File: config.mk
export PLATFORM = sky130hd
export DESIGN_NAME = outp_ctrl
export DESIGN_NICKNAME = d
export VERILOG_FILES = /design/src/rtl/outp_ctrl.sv
export SDC_FILE = /design/constraint.sdc
export NUM_CORES = 1
export LEC_CHECK = 0
export CAP_MARGIN = 10
export CORE_MARGIN = 2
export CORE_UTILIZATION = 45
export CTS_CLUSTER_SIZE = 25
export DETAILED_ROUTE_END_ITERATION = 7
export GPL_TIMING_DRIVEN = 0
export PLACE_DENSITY = 0.67
export SYNTH_ARGS = -nofsm -noshare
export SYNTH_HDL_FRONTEND = slang
export SYNTH_SLANG_ARGS = --single-unit
export TNS_END_PERCENT = 5
File: constraint.sdc
create_clock -name clock -period 5.79 [get_ports clock]
set_input_delay 0.8685 -clock clock [delete_from_list [all_inputs] [get_ports clock]]
set_output_delay 0.8685 -clock clock [all_outputs]
set_load 0.01 [all_outputs]
File: src/rtl/outp_ctrl.sv
// outp_ctrl: OUT display-path controller.
// Captures the ALU result on an OUT strobe, converts the low IN_BITS bits to
// BCD with the shift-add-3 algorithm (one bit per clock) and holds the result
// on four registered digit outputs. One request can wait while a conversion
// is in flight; the newest waiting request replaces an older one.
module outp_ctrl #(
  parameter int         IN_BITS = 16,
  parameter logic [3:0] BLANK   = 4'hF
) (
  input  logic        clock,
  input  logic        reset,
  input  logic        out,
  input  logic [31:0] saidaUla,
  input  logic        halt,
  output logic        busy,
  output logic        done,
  output logic        ovf,
  output logic        halted,
  output logic [3:0]  mil,
  output logic [3:0]  cent,
  output logic [3:0]  dez,
  output logic [3:0]  uni
);

  localparam int                CNT_W    = $clog2(IN_BITS + 1);
  localparam logic [CNT_W-1:0]  CNT_LAST = CNT_W'(IN_BITS - 1);

  typedef enum logic [1:0] {
    ST_IDLE  = 2'd0,
    ST_SHIFT = 2'd1,
    ST_DONE  = 2'd2
  } state_t;

  // Add 3 to every nibble that is 5 or more, ahead of the next left shift.
  function automatic logic [19:0] bcd_adjust(input logic [19:0] v);
    logic [19:0] r;
    r = v;
    for (int i = 0; i < 5; i++) begin
      if (v[4*i +: 4] >= 4'd5) begin
        r[4*i +: 4] = v[4*i +: 4] + 4'd3;
      end else begin
        r[4*i +: 4] = v[4*i +: 4];
      end
    end
    return r;
  endfunction

  // Any bit above the converted field makes the value undisplayable.
  function automatic logic upper_set(input logic [31:0] v);
    return (v >> IN_BITS) != 32'd0;
  endfunction

  state_t               state_r;
  state_t               state_s;
  logic [CNT_W-1:0]     cnt_r;
  logic [IN_BITS-1:0]   shreg_r;
  logic [19:0]          bcd_r;
  logic [19:0]          bcd_adj_s;
  logic                 hi_r;
  logic [31:0]          pend_val_r;
  logic                 pend_v_r;
  logic                 busy_r;
  logic                 done_r;
  logic                 ovf_r;
  logic                 halted_r;
  logic [15:0]          digits_r;

  logic                 accept_s;
  logic                 start_s;
  logic [31:0]          start_val_s;
  logic                 pend_wr_s;
  logic                 pend_clr_s;
  logic                 shift_s;
  logic                 finish_s;

  assign accept_s  = out & ~halt;
  assign bcd_adj_s = bcd_adjust(bcd_r);

  // State register.
  always_ff @(posedge clock or posedge reset) begin
    if (reset) begin
      state_r <= ST_IDLE;
    end else begin
      state_r <= state_s;
    end
  end

  // Next-state decode.
  always_comb begin
    state_s = state_r;
    case (state_r)
      ST_IDLE: begin
        if (accept_s || pend_v_r) begin
          state_s = ST_SHIFT;
        end else begin
          state_s = ST_IDLE;
        end
      end
      ST_SHIFT: begin
        if (cnt_r == CNT_LAST) begin
          state_s = ST_DONE;
        end else begin
          state_s = ST_SHIFT;
        end
      end
      ST_DONE: begin
        if (pend_v_r || accept_s) begin
          state_s = ST_SHIFT;
        end else begin
          state_s = ST_IDLE;
        end
      end
      default: state_s = ST_IDLE;
    endcase
  end

  // Per-state datapath controls: load, shift, finish and pending-slot updates.
  always_comb begin
    start_s     = 1'b0;
    start_val_s = 32'd0;
    pend_wr_s   = 1'b0;
    pend_clr_s  = 1'b0;
    shift_s     = 1'b0;
    finish_s    = 1'b0;
    case (state_r)
      ST_IDLE: begin
        if (accept_s) begin
          start_s     = 1'b1;
          start_val_s = saidaUla;
        end else if (pend_v_r) begin
          start_s     = 1'b1;
          start_val_s = pend_val_r;
          pend_clr_s  = 1'b1;
        end else begin
          start_s     = 1'b0;
        end
      end
      ST_SHIFT: begin
        shift_s = 1'b1;
        if (accept_s) begin
          pend_wr_s = 1'b1;
        end else begin
          pend_wr_s = 1'b0;
        end
      end
      ST_DONE: begin
        finish_s = 1'b1;
        if (pend_v_r) begin
          // Waiting request starts now; a new strobe takes the freed slot.
          start_s     = 1'b1;
          start_val_s = pend_val_r;
          if (accept_s) begin
            pend_wr_s = 1'b1;
          end else begin
            pend_clr_s = 1'b1;
          end
        end else if (accept_s) begin
          // Request arriving with an empty slot starts straight away.
          start_s     = 1'b1;
          start_val_s = saidaUla;
        end else begin
          start_s     = 1'b0;
        end
      end
      default: begin
        start_s = 1'b0;
      end
    endcase
  end

  // Pending request slot; the newest request overwrites an older one.
  always_ff @(posedge clock or posedge reset) begin
    if (reset) begin
      pend_val_r <= 32'd0;
      pend_v_r   <= 1'b0;
    end else if (pend_wr_s) begin
      pend_val_r <= saidaUla;
      pend_v_r   <= 1'b1;
    end else if (pend_clr_s) begin
      pend_v_r   <= 1'b0;
    end else begin
      pend_v_r   <= pend_v_r;
    end
  end

  // Conversion datapath: load a new value or perform one shift-add-3 step.
  always_ff @(posedge clock or posedge reset) begin
    if (reset) begin
      shreg_r <= '0;
      bcd_r   <= 20'd0;
      cnt_r   <= '0;
      hi_r    <= 1'b0;
    end else if (start_s) begin
      shreg_r <= start_val_s[IN_BITS-1:0];
      bcd_r   <= 20'd0;
      cnt_r   <= '0;
      hi_r    <= upper_set(start_val_s);
    end else if (shift_s) begin
      bcd_r   <= {bcd_adj_s[18:0], shreg_r[IN_BITS-1]};
      shreg_r <= {shreg_r[IN_BITS-2:0], 1'b0};
      cnt_r   <= cnt_r + CNT_W'(1);
    end else begin
      cnt_r   <= cnt_r;
    end
  end

  // Display registers: update only when a conversion finishes, otherwise hold.
  always_ff @(posedge clock or posedge reset) begin
    if (reset) begin
      done_r   <= 1'b0;
      ovf_r    <= 1'b0;
      digits_r <= {BLANK, BLANK, BLANK, BLANK};
    end else if (finish_s) begin
      done_r <= 1'b1;
      if (hi_r || (bcd_r[19:16] != 4'd0)) begin
        ovf_r    <= 1'b1;
        digits_r <= {BLANK, BLANK, BLANK, BLANK};
      end else begin
        ovf_r    <= 1'b0;
        digits_r <= bcd_r[15:0];
      end
    end else begin
      done_r <= 1'b0;
    end
  end

  // Status flags: busy follows the upcoming state, halted needs an idle, empty controller.
  always_ff @(posedge clock or posedge reset) begin
    if (reset) begin
      busy_r   <= 1'b0;
      halted_r <= 1'b0;
    end else begin
      busy_r   <= (state_s != ST_IDLE);
      halted_r <= halt & (state_r == ST_IDLE) & ~pend_v_r;
    end
  end

  assign busy   = busy_r;
  assign done   = done_r;
  assign ovf    = ovf_r;
  assign halted = halted_r;
  assign mil    = digits_r[15:12];
  assign cent   = digits_r[11:8];
  assign dez    = digits_r[7:4];
  assign uni    = digits_r[3:0];

endmodule

==> impl_metrics.json <==
{
  "insertion_delay_ns": 0.36,
  "holdBufCountCts": 0,
  "p_leak_nw": 2.38,
  "cp-end-kind": "primary output",
  "ys_seq_elements": 97,
  "antenna_found_initial": 0,
  "hp-start": "ovf",
  "areaGrowthSynthToFinish_pct": 21.0,
  "place_congestion": 0.749,
  "drt-pass1-iter-count": 5,
  "drcViolationCount": 0,
  "worstReg2RegEnd": "hi_r",
  "ys_seq_area_share_pct": 53.2,
  "synth_top_area_cell": "dfrtp_1",
  "synthCells": 384,
  "crit_chain": "clkdlybuf4s50_1",
  "p_switching_mw": 0.857,
  "r2r-start": "state_r[0]",
  "synth_top_area_share_pct": 44.1,
  "hold_viol_final": 0,
  "drtIter0Drc": 122,
  "clock_sinks": 97,
  "drive_above_1_share_pct": 21.3,
  "timing.fmax_mhz": 436,
  "seq_area_um2": 2450,
  "cp-start-kind": "flip-flop",
  "dp_hpwl_um": 6610,
  "grt_overflow_total": 0,
  "clkTransAtPathRegs_ns": 0.10,
  "synth_nets": 437,
  "period_share_pct": 39.6,
  "skew_ns": 0.0122,
  "fin_crit_ns": 2.30,
  "cts_buffers": 9,
  "avgViaCountPerCell": 5.46,
  "wl_um": 9250,
  "crit_fanout": 2,
  "critPathTopFamily": "flip-flops",
  "dp.cells": 573,
  "status": "completed",
  "arrival_ns": 1.43,
  "critPathRequiredTime_ns": 4.92,
  "post_drt_wl_per_cell_um": 15.7,
  "cts_resized": 0,
  "cts_tree": "done",
  "dieWidth_um": 105,
  "grt_max_degree": 63,
  "io_buffers": 55,
  "p_seq_share_pct": 44.1,
  "nets": 504,
  "finalNonFillerCells": 589,
  "power_density_nw_per_um2": 455,
  "cts.path.max_buffers": 2,
  "rsz0062_at_grt": "false",
  "antenna_cells": 0,
  "ff2ff_path_depth": 7,
  "post-cts-setup-buffer-count": 0,
  "grt_pass1_vias": 3283,
  "pwr-share-comb_pct": 36.4,
  "finalSetupTns_ns": 0,
  "holdWs_ns": 0.488,
  "cts.htree.levels": 3,
  "worst_slew_pin_slew_ns": 0.754,
  "ant_nets": 0,
  "fp-row-count": 36,
  "fill_cells": 868,
  "setup_viol": 0,
  "p_int_mw": 1.68,
  "grt_util_all_layers_pct": 17.8,
  "die-area_um2": 11000,
  "fin_util_pct": 56.4,
  "slowest_stage": "dfstp_2",
  "multiInputGateArea_um2": 1930,
  "hold_class": "flip-flop to flip-flop",
  "async_reset_ff_share_pct": 100,
  "grt_pass1_wl_um": 15900,
  "syn_area_per_cell_um2": 12.0,
  "ff2ff_setup_slack_ns": 3.78,
  "vias": 3213,
  "slew_headroom_pct": 49.7,
  "synth_area_um2": 4600,
  "core_um2": 9860,
  "start_util_pct": 46.6,
  "drv_slew": 0,
  "cp_slowest_stage_delay_ns": 0.54,
  "ys.flop_type": "dfrtp_1",
  "clockPowerShare_pct": 19.5,
  "drv_cap": 0,
  "worst-path-buf-inv": 1,
  "synth.distinct_cells": 41,
  "synth_edf_count": 0,
  "root_buffer": "clkbuf_8",
  "p_sw_share_pct": 33.8,
  "yosysWarnings": 0,
  "synthTopCellsByArea": "dfrtp_1, dfstp_2, mux2_2",
  "worstHoldEndpoint": "ovf",
  "ios": 56,
  "die_y_um": 105,
  "crit_type": "flip-flop to primary output",
  "ir_worst_vdd_mv": 0.194,
  "worstHoldPathCells": 1
}
==> kinds of logic after synthesis <==
family	count (synthesis)	synth area share [%]
buf+inv	37	4.90
simple gates	83	9.74
mux	50	11.8
xor+xnor	8	1.52
compound gates	92	14.2
flops	97	53.2
fa+ha+maj	17	4.63
==> sequential cells by signal (all words and copies together), names as in the netlist <==
| register | cells |
|---|---|
| hi_r | 1 |
| done | 1 |
| ovf | 1 |
| bcd_r | 20 |
| cnt_r | 5 |
| pend_val_r | 32 |
| digits_r | 16 |
| state_r | 2 |
| busy | 1 |
| pend_v_r | 1 |
| halted | 1 |
| shreg_r | 16 |
==> final cells by class <==
cell class	count	area share, %
clock buffers	11	2.54
repair buffers	56	10.3
well taps	133	2.99
flip-flops and latches	97	44.0
inverters	15	1.06
plain buffers	22	3.04
clock inverters	5	1.53
multi-input cells	250	34.6
==> cells in the mapped netlist, drive strengths merged, types with 6 or more instances <==
cell,n
dfrtp,81
mux2,33
a21oi,28
nor2,22
buf,21
o21ai,18
ha,17
mux2i,17
o22a,17
dfstp,16
inv,15
nand2,13
a221oi,12
nand2b,10
nand3,9
nor4,8
xnor2,6
==> per-stage QoR <==
step                      setup slack [ns]  cell area, µm²  power, mW
final                                 3.49            5560       2.53
after global routing                  3.44            5560       2.73
after CTS                             3.48            5560       2.56
after detailed placement              3.17            5340       2.06
after global placement               0.890            5320       2.01
after floorplan                       2.41            4600       1.81
==> cells in the final DEF (no fill, tap or decap), types with 2 or more instances in the layout <==
| master | netlist | final |
|---|---|---|
| nand2_1 | 13 | 13 |
| or3b_2 | 4 | 4 |
| nor2_1 | 21 | 21 |
| nand4_1 | 3 | 3 |
| buf_2 | 9 | 9 |
| xor2_1 | 2 | 2 |
| nand2b_1 | 10 | 10 |
| clkbuf_8 | 0 | 10 |
| mux2i_1 | 17 | 17 |
| clkdlybuf4s50_1 | 0 | 55 |
| buf_6 | 8 | 8 |
| xnor2_1 | 6 | 6 |
| a211oi_1 | 4 | 4 |
| o22a_1 | 16 | 16 |
| a21oi_1 | 28 | 28 |
| a221oi_1 | 12 | 12 |
| dfstp_2 | 16 | 16 |
| nor3b_1 | 4 | 4 |
| or3_1 | 5 | 5 |
| bufinv_16 | 0 | 2 |
| inv_1 | 15 | 14 |
| clkbuf_1 | 1 | 2 |
| buf_4 | 4 | 4 |
| nand3_1 | 9 | 9 |
| a221o_1 | 5 | 5 |
| mux2_2 | 32 | 32 |
| a31oi_1 | 4 | 4 |
| nor4_1 | 8 | 8 |
| ha_1 | 17 | 17 |
| dfrtp_1 | 81 | 81 |
| o21ai_0 | 17 | 17 |
| inv_6 | 0 | 2 |
==> how the worst max path moves through the flow <==
stage	to	depth (start not counted)	slack, ns	start
floorplan	bcd_r[0]	1	2.41	reset
global placement	pend_val_r[1]	2	0.89	reset
detailed placement	pend_val_r[27]	7	3.17	out
CTS	dez[1]	1	3.48	digits_r[5]
global route	dez[1]	1	3.44	digits_r[5]
finish	dez[1]	1	3.49	digits_r[5]
==> power groups by stage <==
stage	sequential (mW)	combinational, mW	clock, mW
floorplan	1.09	0.722	0
global placement	1.12	0.888	0
detailed placement	1.13	0.926	0
CTS	1.12	0.929	0.509
global route	1.15	1.04	0.534
finish	1.12	0.921	0.495
==> routing by layer <==
metal  routed length, µm  global-route usage (%)  vias up  part of all wire (%)
li1                    -                       -     1533                     -
met1                4170                    22.6     1589                    45
met2                4540                    30.4       83                    49
met3                 468                    4.05        8                   5.1
met4                  74                    5.14        0                  0.80
met5                   0                       0        -                     0
Power figures use the tool's default switching activity.
